$ cat src/rtl/lsu_pkg.sv
// -----------------------------------------------------------------------------
// lsu_pkg
// Shared definitions for the load/store unit:
//   - lsu_state_e : control FSM states (IDLE, XFER, RESP)
//   - F3_*        : RV32I load/store funct3 encodings
//   - size_bytes  : funct3 -> access size in bytes (0 for an unusable width code)
//   - f3_legal    : whether a funct3 is a legal load or store encoding
// -----------------------------------------------------------------------------
package lsu_pkg;

  typedef enum logic [1:0] {
    IDLE = 2'd0,
    XFER = 2'd1,
    RESP = 2'd2
  } lsu_state_e;

  // Load encodings
  localparam logic [2:0] F3_LB  = 3'b000;
  localparam logic [2:0] F3_LH  = 3'b001;
  localparam logic [2:0] F3_LW  = 3'b010;
  localparam logic [2:0] F3_LBU = 3'b100;
  localparam logic [2:0] F3_LHU = 3'b101;
  // Store encodings
  localparam logic [2:0] F3_SB  = 3'b000;
  localparam logic [2:0] F3_SH  = 3'b001;
  localparam logic [2:0] F3_SW  = 3'b010;

  // The low two funct3 bits carry the access width for every RV32I load/store.
  function automatic logic [2:0] size_bytes(input logic [2:0] funct3);
    case (funct3[1:0])
      2'b00:   return 3'd1;
      2'b01:   return 3'd2;
      2'b10:   return 3'd4;
      default: return 3'd0;
    endcase
  endfunction

  function automatic logic f3_legal(input logic is_store, input logic [2:0] funct3);
    if (is_store)
      return funct3 inside {F3_SB, F3_SH, F3_SW};
    return funct3 inside {F3_LB, F3_LH, F3_LW, F3_LBU, F3_LHU};
  endfunction

endpackage

$ cat src/rtl/lsu_extend.sv
// -----------------------------------------------------------------------------
// lsu_extend
// Combinational sign/zero extension of the assembled load word.
// Ports:
//   funct3_i : load funct3 (LB/LH sign-extend, LBU/LHU zero-extend, LW as-is)
//   word_i   : assembled little-endian load word (unused upper bytes are 0)
//   data_o   : extended 32-bit result
// -----------------------------------------------------------------------------
module lsu_extend
  import lsu_pkg::*;
(
  input  logic [2:0]  funct3_i,
  input  logic [31:0] word_i,
  output logic [31:0] data_o
);

  always_comb begin
    case (funct3_i)
      F3_LB:   data_o = {{24{word_i[7]}}, word_i[7:0]};
      F3_LH:   data_o = {{16{word_i[15]}}, word_i[15:0]};
      F3_LBU:  data_o = {24'd0, word_i[7:0]};
      F3_LHU:  data_o = {16'd0, word_i[15:0]};
      default: data_o = word_i;
    endcase
  end

endmodule

$ cat src/rtl/load_store_unit.sv
// -----------------------------------------------------------------------------
// load_store_unit
// Multi-beat load/store engine: accepts one LOAD/STORE per valid/ready
// handshake, splits it into BUS_W-wide beats over a req/ack memory handshake
// (any number of wait states), assembles and extends load data and returns a
// single-cycle response.
//
// Parameters: BUS_W (8/16/32, BB = BUS_W/8 lanes per beat), ADDR_W.
// Ports:
//   i_clk, i_rst           clock, synchronous active-high reset
//   i_req_*/o_req_ready    request handshake (store flag, funct3, addr, wdata, rd)
//   o_rsp_*                one-cycle response (valid, rd, data, err)
//   o_mem_* / i_mem_*      beat request, ack, address, write, byte enables, data
//
// Build option: define MISALIGN_TRAP_EN to reject accesses whose address is
// not a multiple of the access size (error response, no memory traffic).
// Without it misaligned accesses are performed as ordinary multi-lane beats.
// -----------------------------------------------------------------------------
module load_store_unit
  import lsu_pkg::*;
#(
  parameter int BUS_W  = 8,
  parameter int ADDR_W = 32
) (
  input  logic                 i_clk,
  input  logic                 i_rst,
  input  logic                 i_req_valid,
  output logic                 o_req_ready,
  input  logic                 i_req_store,
  input  logic [2:0]           i_req_funct3,
  input  logic [ADDR_W-1:0]    i_req_addr,
  input  logic [31:0]          i_req_wdata,
  input  logic [4:0]           i_req_rd,
  output logic                 o_rsp_valid,
  output logic [4:0]           o_rsp_rd,
  output logic [31:0]          o_rsp_data,
  output logic                 o_rsp_err,
  output logic                 o_mem_req,
  input  logic                 i_mem_ack,
  output logic [ADDR_W-1:0]    o_mem_addr,
  output logic                 o_mem_write,
  output logic [BUS_W/8-1:0]   o_mem_be,
  output logic [BUS_W-1:0]     o_mem_data,
  input  logic [BUS_W-1:0]     i_mem_data
);

  localparam int BB = BUS_W / 8;

  lsu_state_e          state_q, state_d;
  logic                store_q, store_d;
  logic [2:0]          funct3_q, funct3_d;
  logic [ADDR_W-1:0]   addr_q, addr_d;
  logic [31:0]         wdata_q, wdata_d;
  logic [4:0]          rd_q, rd_d;
  logic [2:0]          beat_q, beat_d;
  logic [31:0]         rdata_q, rdata_d;
  logic                err_q, err_d;

  logic                accept;
  logic                req_err;
  logic [2:0]          req_size;
  logic [2:0]          size;
  logic [2:0]          n_beats;
  logic                last_beat;
  logic [31:0]         ext_data;
  int                  rd_idx;
  int                  wr_idx;

  assign accept    = i_req_valid && (state_q == IDLE);
  assign size      = size_bytes(funct3_q);
  assign n_beats   = 3'((32'(size) + 32'(BB) - 32'd1) / 32'(BB));
  assign last_beat = (beat_q == n_beats - 3'd1);

  // Errors are decided at accept time from the live request so the FSM can
  // go straight to RESP without touching memory.
  always_comb begin
    req_size = size_bytes(i_req_funct3);
    req_err  = !f3_legal(i_req_store, i_req_funct3);
`ifdef MISALIGN_TRAP_EN
    // size-1 masks the address bits that must be zero (size 4 -> 2'b11).
    if ((i_req_addr[1:0] & (req_size[1:0] - 2'd1)) != 2'b00)
      req_err = 1'b1;
`else
    req_err  = req_err || (req_size == 3'd0);
`endif
  end

  // ---------------------------------------------------------------------------
  // State register
  // ---------------------------------------------------------------------------
  // NOTE: sequential state uses non-blocking assignments so every register
  // samples the pre-edge value of its inputs regardless of process order.
  always_ff @(posedge i_clk) begin
    if (i_rst) state_q <= IDLE;
    else       state_q <= state_d;
  end

  // ---------------------------------------------------------------------------
  // Next-state logic
  // ---------------------------------------------------------------------------
  // NOTE: every combinational output gets a default before any branch so no
  // path leaves it unassigned, which would otherwise infer a latch.
  always_comb begin
    state_d = state_q;
    unique case (state_q)
      IDLE:    if (accept) state_d = req_err ? RESP : XFER;
      XFER:    if (i_mem_ack && last_beat) state_d = RESP;
      RESP:    state_d = IDLE;
      default: state_d = IDLE;
    endcase
  end

  // ---------------------------------------------------------------------------
  // Request capture, beat counter and load-data assembly
  // ---------------------------------------------------------------------------
  always_comb begin
    store_d  = store_q;
    funct3_d = funct3_q;
    addr_d   = addr_q;
    wdata_d  = wdata_q;
    rd_d     = rd_q;
    beat_d   = beat_q;
    rdata_d  = rdata_q;
    err_d    = err_q;
    rd_idx   = 0;
    if (accept) begin
      store_d  = i_req_store;
      funct3_d = i_req_funct3;
      addr_d   = i_req_addr;
      wdata_d  = i_req_wdata;
      rd_d     = i_req_rd;
      beat_d   = 3'd0;
      rdata_d  = 32'd0;
      err_d    = req_err;
    end else if (state_q == XFER && i_mem_ack) begin
      // Lane l of beat k holds request byte k*BB+l; lanes past the access are dropped.
      for (int l = 0; l < BB; l++) begin
        rd_idx = int'(beat_q) * BB + l;
        if (rd_idx < int'(size))
          rdata_d[rd_idx*8 +: 8] = i_mem_data[l*8 +: 8];
      end
      beat_d = beat_q + 3'd1;
    end
  end

  always_ff @(posedge i_clk) begin
    if (i_rst) begin
      store_q  <= 1'b0;
      funct3_q <= 3'd0;
      addr_q   <= '0;
      wdata_q  <= 32'd0;
      rd_q     <= 5'd0;
      beat_q   <= 3'd0;
      rdata_q  <= 32'd0;
      err_q    <= 1'b0;
    end else begin
      store_q  <= store_d;
      funct3_q <= funct3_d;
      addr_q   <= addr_d;
      wdata_q  <= wdata_d;
      rd_q     <= rd_d;
      beat_q   <= beat_d;
      rdata_q  <= rdata_d;
      err_q    <= err_d;
    end
  end

  lsu_extend u_extend (
    .funct3_i (funct3_q),
    .word_i   (rdata_q),
    .data_o   (ext_data)
  );

  // ---------------------------------------------------------------------------
  // Outputs: pure functions of registered state, hence stable through waits
  // ---------------------------------------------------------------------------
  always_comb begin
    o_req_ready = (state_q == IDLE);
    o_mem_req   = 1'b0;
    o_mem_addr  = '0;
    o_mem_write = 1'b0;
    o_mem_be    = '0;
    o_mem_data  = '0;
    o_rsp_valid = 1'b0;
    o_rsp_rd    = 5'd0;
    o_rsp_data  = 32'd0;
    o_rsp_err   = 1'b0;
    wr_idx      = 0;
    unique case (state_q)
      XFER: begin
        o_mem_req   = 1'b1;
        o_mem_addr  = addr_q + ADDR_W'(beat_q) * ADDR_W'(BB);
        o_mem_write = store_q;
        for (int l = 0; l < BB; l++) begin
          wr_idx = int'(beat_q) * BB + l;
          if (wr_idx < int'(size)) begin
            o_mem_be[l]         = 1'b1;
            o_mem_data[l*8 +: 8] = wdata_q[wr_idx*8 +: 8];
          end
        end
      end
      RESP: begin
        o_rsp_valid = 1'b1;
        o_rsp_err   = err_q;
        if (!err_q && !store_q) begin
          o_rsp_rd   = rd_q;
          o_rsp_data = ext_data;
        end
      end
      default: ;
    endcase
  end

endmodule

$ cat config.mk
export PLATFORM = sky130hd
export DESIGN_NAME = load_store_unit
export DESIGN_NICKNAME = d
export VERILOG_FILES = /design/src/rtl/lsu_pkg.sv /design/src/rtl/lsu_extend.sv /design/src/rtl/load_store_unit.sv
export SDC_FILE = /design/constraint.sdc
export NUM_CORES = 1
export LEC_CHECK = 0
export BUFFER_PORTS_ARGS = -buffer_cell sky130_fd_sc_hd__buf_2
export CORE_UTILIZATION = 30
export CTS_BUF_LIST = sky130_fd_sc_hd__clkbuf_16
export DETAILED_ROUTE_END_ITERATION = 12
export HOLD_SLACK_MARGIN = 0.15
export PLACE_DENSITY = 0.49
export SYNTH_ARGS = -nofsm -noshare
export SYNTH_HDL_FRONTEND = slang
export SYNTH_HIERARCHICAL = 1
export SYNTH_SLANG_ARGS = --single-unit
$ cat constraint.sdc
create_clock -name i_clk -period 9.58 [get_ports i_clk]
set_input_delay 1.916 -clock i_clk [delete_from_list [all_inputs] [get_ports i_clk]]
set_output_delay 1.916 -clock i_clk [all_outputs]
set_load 0.05 [all_outputs]
# Word level (Yosys, flattened, before mapping)
# Index checks and enable logic that the tools add are counted.
[op_classes] n_reduce_logical=19 order_cmp=1 addsub=6 n_eq_ne=16 n_bitwise=0 multipliers=0 n_mux=24 n_shift=3 div=0
[ops] op="one-hot mux 32 bit (4 select lines)" n=1
[ops] op="two-way mux 32 bit" n=3
[ops] op="negator 6 -> 33 bit" n=1
[ops] op="variable shift 8 x 33 -> 32 bit, first input constant" n=1
[ops] op="indexed part select 8 x 33 -> 32 bit" n=1
[ops] op="adder 32 x 3 -> 32 bit" n=1
[ops] op="bitwise mux 32 bit" n=1
[ops] op="indexed part select 32 x 7 -> 8 bit" n=1
[ops] op="one-hot mux 3 bit (3 select lines)" n=2
[ops] op="two-way mux 8 bit" n=2
[ops] op="== test 3 bit, second input constant" n=4
[ops] op="two-way mux 5 bit" n=2
[ops] op="zero test 3 bit" n=3
[ops] op="two-way mux 1 bit" n=9
[ops] op="adder 3 x 1 -> 3 bit, second input constant" n=2
[ops] op="== test 2 x 1 -> 1 bit, second input constant" n=3
[ops] op="== test 2 bit, second input constant" n=3
[ops] op="== test 3 x 1 -> 1 bit, second input constant" n=2
[ops] op="zero test 2 bit" n=3
[ops] op="two-way mux 2 bit" n=3
[ops] op="subtractor 3 x 1 -> 3 bit, second input constant" n=2
[ops] op="nonzero test 5 bit" n=1
[ops] op="logical AND 1 bit" n=4
[ops] op="one-hot mux 2 bit (2 select lines)" n=1
[ops] op="10 further kinds" n=13
[word_totals] in_bits=85 rom_bits=0 reg_bits=111 n_memories=0 latch_bits=0 ramBits=0

# Longest topological paths before layout
[logic_depth] depth_word=9 depth_mapped=9 mapped_depth_nobuf=7

# Modules after synthesis
# Netlist, hierarchy kept.
[modules_own_cells] mod="load_store_unit" area_each_um2=5769.3 cells_each=739 instances=1 seq_area_each_um2=2222.1
[modules_own_cells] mod="lsu_extend" area_each_um2=355.3 cells_each=67 instances=1 seq_area_each_um2=0.0

# Worst setup path after synthesis
# OpenSTA, ideal clock, no wires.
[synth_timing] path_kind="register to output" startpoint="register beat_q[1]" endpoint="output port o_mem_addr[28]" setup_slack_ns=4.556 t_arrival_ns=3.108 path_stages_with_launch=9 t_required_ns=7.664 cell_sequence="dfxtp_1 -> buf_1 -> inv_1 -> fa_1 -> nor2b_1 -> o21ai_0 -> clkbuf_2 -> or4_1 -> a21oi_1"
[synth_via] elab_chain_len=2
[synth_rtl] element="from (decl)" line_no="load_store_unit.sv:55" rtl="logic [2:0] beat_q, beat_d;"
[synth_rtl] element="from (signal assigned)" line_no="load_store_unit.sv:162" rtl="beat_q <= beat_d;"
[synth_rtl] element="adder 32 x 3 -> 32 bit" line_no="load_store_unit.sv:192" rtl="o_mem_addr = addr_q + ADDR_W'(beat_q) * ADDR_W'(BB);"
[synth_rtl] element="two-way mux 32 bit" line_no="load_store_unit.sv:189" rtl="unique case (state_q)"
[synth_rtl] element="to (decl)" line_no="load_store_unit.sv:40" rtl="output logic [ADDR_W-1:0] o_mem_addr,"
# Every way passes these cells.

# Worst setup path in the final report
[layout_timing] startpoint="register funct3_q[1]" endpoint="output port o_mem_data[4]"
[layout_via] elab_chain_len=5 word_cells_on_any_way=7
[layout_rtl] element="from (decl)" line_no="load_store_unit.sv:51" rtl="logic [2:0] funct3_q, funct3_d;"
[layout_rtl] element="from (signal assigned)" line_no="load_store_unit.sv:158" rtl="funct3_q <= funct3_d;"
[layout_rtl] element="== test 2 bit (tied with other cells)" line_no="lsu_pkg.sv:30" rtl="case (funct3[1:0])"
[layout_rtl] element="one-hot mux 3 bit (3 select lines) (*)" line_no="lsu_pkg.sv:30"
[layout_rtl] element="less-than comparator 3 bit (*)" line_no="load_store_unit.sv:196" rtl="if (wr_idx < int'(size)) begin"
[layout_rtl] element="two-way mux 8 bit (*)" line_no="load_store_unit.sv:196"
[layout_rtl] element="two-way mux 8 bit (*)" line_no="load_store_unit.sv:189"
[layout_rtl] element="to (decl)" line_no="load_store_unit.sv:43" rtl="output logic [BUS_W-1:0] o_mem_data,"
# Mark *: on every way between the ends. The rest lies on a longest branch, timed or not.

==> impl_metrics.json <==
{
  "leakage_nw": 2.960,
  "power.density_nw_per_um2": 142.6,
  "ir_worst_vdd_uv": 89.10,
  "r2r-end": "rdata_q[24]",
  "drt_iter0_markers": 346,
  "clk_latency_ns": 0.36,
  "status": "complete, no violations",
  "required_ns": 7.66,
  "drive_above_1_share_pct": 23.05,
  "fin_nets": 1014,
  "grt_pass1_wl_mm": 29.91,
  "r2r_slack_ns": 5.84,
  "root_buffer": "clkbuf_16",
  "first_pass_iters": 4,
  "drv_slew": 0,
  "core_um2": 19720,
  "antenna_found_initial": 2,
  "rows": 51,
  "rr_worst_depth": 6,
  "rsz0062_at_grt": "false",
  "io-pin-count": 168,
  "vias": 5912,
  "finalSetupViolations": 0,
  "postCtsSetupRepairBufs": 0,
  "syn2layout_area_growth_pct": 18.75,
  "grt_pass1_vias": 5384,
  "cts_tree": "yes",
  "fmax_ghz": 0.1674,
  "die_area_um2": 20990,
  "whs_ns": 0.4544,
  "final_cells": 1191,
  "synth_ff_type": "dfxtp_1",
  "routedWlPerCell_um": 15.97,
  "skew_ns": 0.009284,
  "final_antenna_net_count": 0,
  "whs_path_depth": 2,
  "via_per_inst": 4.964,
  "post-route-min-period_ns": 5.974,
  "overflow": 0,
  "crit_arrival_ns": 4.06,
  "ys_warn_count": 6,
  "tightest_slew_ns": 1.192,
  "worst_setup_path_end_kind": "output port",
  "grt_util_all_layers_pct": 18.43,
  "clockBufferDepth": 2,
  "crit_type": "reg -> out",
  "clk_pin_slew_ns": 0.08,
  "place.gp.congestion": 0.7582,
  "synth_edf_count": 0,
  "dp_cells": 1173,
  "grt_start_max_net_pins": 79,
  "fillers": 2146,
  "synth_cell_type_count": 54,
  "ys_seq_area_share_pct": 36.28,
  "holdCritPathClass": "reg -> reg",
  "maxCapViolCount": 0,
  "cts_resized": 0,
  "dp_hpwl_mm": 13.44,
  "fin_tns_setup_ns": 0,
  "synthCells": 806,
  "numCtsBuffers": 9,
  "clock_sinks": 111,
  "wl_mm": 19.03,
  "fin_crit_sh_pct": 62.36,
  "path_max_fanout": 32,
  "numPortBuffers": 167,
  "cts_hold_buf": 0,
  "cp-start-kind": "flip-flop",
  "syn_nets": 901,
  "async_reset_ff_share_pct": 0,
  "min_from": "rd_q[4]",
  "start_util_pct": 31.06,
  "drc": 0,
  "synth_seq_cells": 111,
  "synth.avg_cell_area_um2": 7.599,
  "totalPowerFinal_w": 0.001037,
  "h-tree-depth": 3,
  "die_x_um": 144.9,
  "min_to": "rd_q[4]",
  "die_h_um": 144.9,
  "hold_viol": 0,
  "slew_headroom_pct": 19.98,
  "r2r_start": "funct3_q[1]",
  "synthesis.area_um2": 6125
}
==> power breakdown <==
part / switching [W] / internal (W)
clock network: 0.000187 / 0.000180
logic: 0.000109 / 0.0000507
registers: 0.0000253 / 0.000485
total: 0.000321 / 0.000716
==> routing by layer <==
layer	wire [um]	share of wire (%)	global-route usage, %
met4	337	1.8	7.258
met2	8572	45	27.66
met5	0	0	0
met3	963	5.1	3.455
met1	9152	48	25.84
==> stage by stage <==
step / utilization (%) / setup WS (ns) / area (um^2)
finish: 36.89 / 3.606 / 7273
global route: 36.89 / 3.286 / 7273
CTS: 36.86 / 3.643 / 7268
detailed placement: 35.45 / 4.043 / 6990
global placement: 35.45 / 4.150 / 6990
floorplan: - / 4.556 / 6125
==> registers in the layout, summed over array words and instances, names as in the netlist, 2 cells and up <==
signal and count:
addr_q 32, beat_q 3, funct3_q 3, rd_q 5, rdata_q 32, state_q 2
wdata_q 32
==> critical path, stage by stage (launching register included) <==
cell	delay, ns
dfxtp_1	1.01
nand2b_1	0.21
ha_1	0.23
nor2b_1	0.14
o21ai_1	0.91
nand3_1	0.66
nor2b_1	0.26
buf_2	0.29
==> logic make-up (layout without fill, tap and decap cells) <==
kind of cell	Yosys count	in the layout	synth area share, %
compound gates	186	186	16.87
xor+xnor	12	12	1.716
fa+ha+maj	10	10	2.166
buf+inv	81	199	6.517
flops	111	111	36.28
mux	27	27	6.108
other cells	0	2	0
simple gates	379	379	30.34
==> worst max-delay path by stage <==
stage,to,startpoint,cells after the start
finish,o_mem_data[4],funct3_q[1],7
global route,o_mem_data[4],funct3_q[1],7
CTS,o_mem_data[4],funct3_q[1],7
detailed placement,o_mem_data[4],funct3_q[1],7
global placement,o_mem_data[0],funct3_q[1],7
floorplan,o_mem_addr[28],beat_q[1],8
==> Yosys cell counts (7+ instances only) <==
cell type | number | area, um^2
mux4_2 | 8 | 180.2
nor2b_1 | 12 | 75.07
clkbuf_1 | 46 | 172.7
nor3b_1 | 10 | 75.07
o31ai_1 | 27 | 202.7
ha_1 | 9 | 112.6
mux2i_1 | 18 | 180.2
dfxtp_1 | 111 | 2222
inv_1 | 9 | 33.78
nand2_1 | 199 | 747.0
xnor2_1 | 8 | 70.07
nor2_1 | 24 | 90.09
a21oi_1 | 112 | 560.5
o21ai_0 | 34 | 170.2
nand4_1 | 24 | 150.1
nand2b_1 | 7 | 43.79
buf_4 | 9 | 67.56
or4_1 | 12 | 90.09
and2_1 | 41 | 256.5
nand3_1 | 18 | 90.09
==> final cells by class <==
class | count | area (um^2) | area share (%)
Inverter | 10 | 37.54 | 0.5161
Multi-Input combinational cell | 614 | 3518 | 48.37
Tap cell | 265 | 331.6 | 4.559
Sequential cell | 111 | 2222 | 30.55
Antenna cell | 2 | 5.005 | 0.06881
Timing Repair Buffer | 173 | 880.8 | 12.11
Clock inverter | 7 | 52.55 | 0.7225
Clock buffer | 9 | 225.2 | 3.097
==> placed cells by master, fill, tap and decap left out, drive strengths merged <==
cell type and count:
nand2b 7, or4b 2, xnor2 8, nand2 199, buf 173, o31ai 27
o2111ai 1, o21a 3, and3 2, and2 41, and4 7, nand4b 1
nor2b 12, mux4 8, a31oi 1, nor3b 10, xor2 4, o41ai 1
nand4 25, inv 13, or4 13, dfxtp 111, nor4 3, a211oi 2
ha 9, fa 1, nor2 24, diode 2, clkinv 4, or3 6
o211ai 2, or2 3, clkbuf 9, o21ai 35, o31a 1, nand3 18
mux2i 19, a21oi 112, a21o 1, nor3 6
Note: power is estimated with default switching activity, not from simulation.
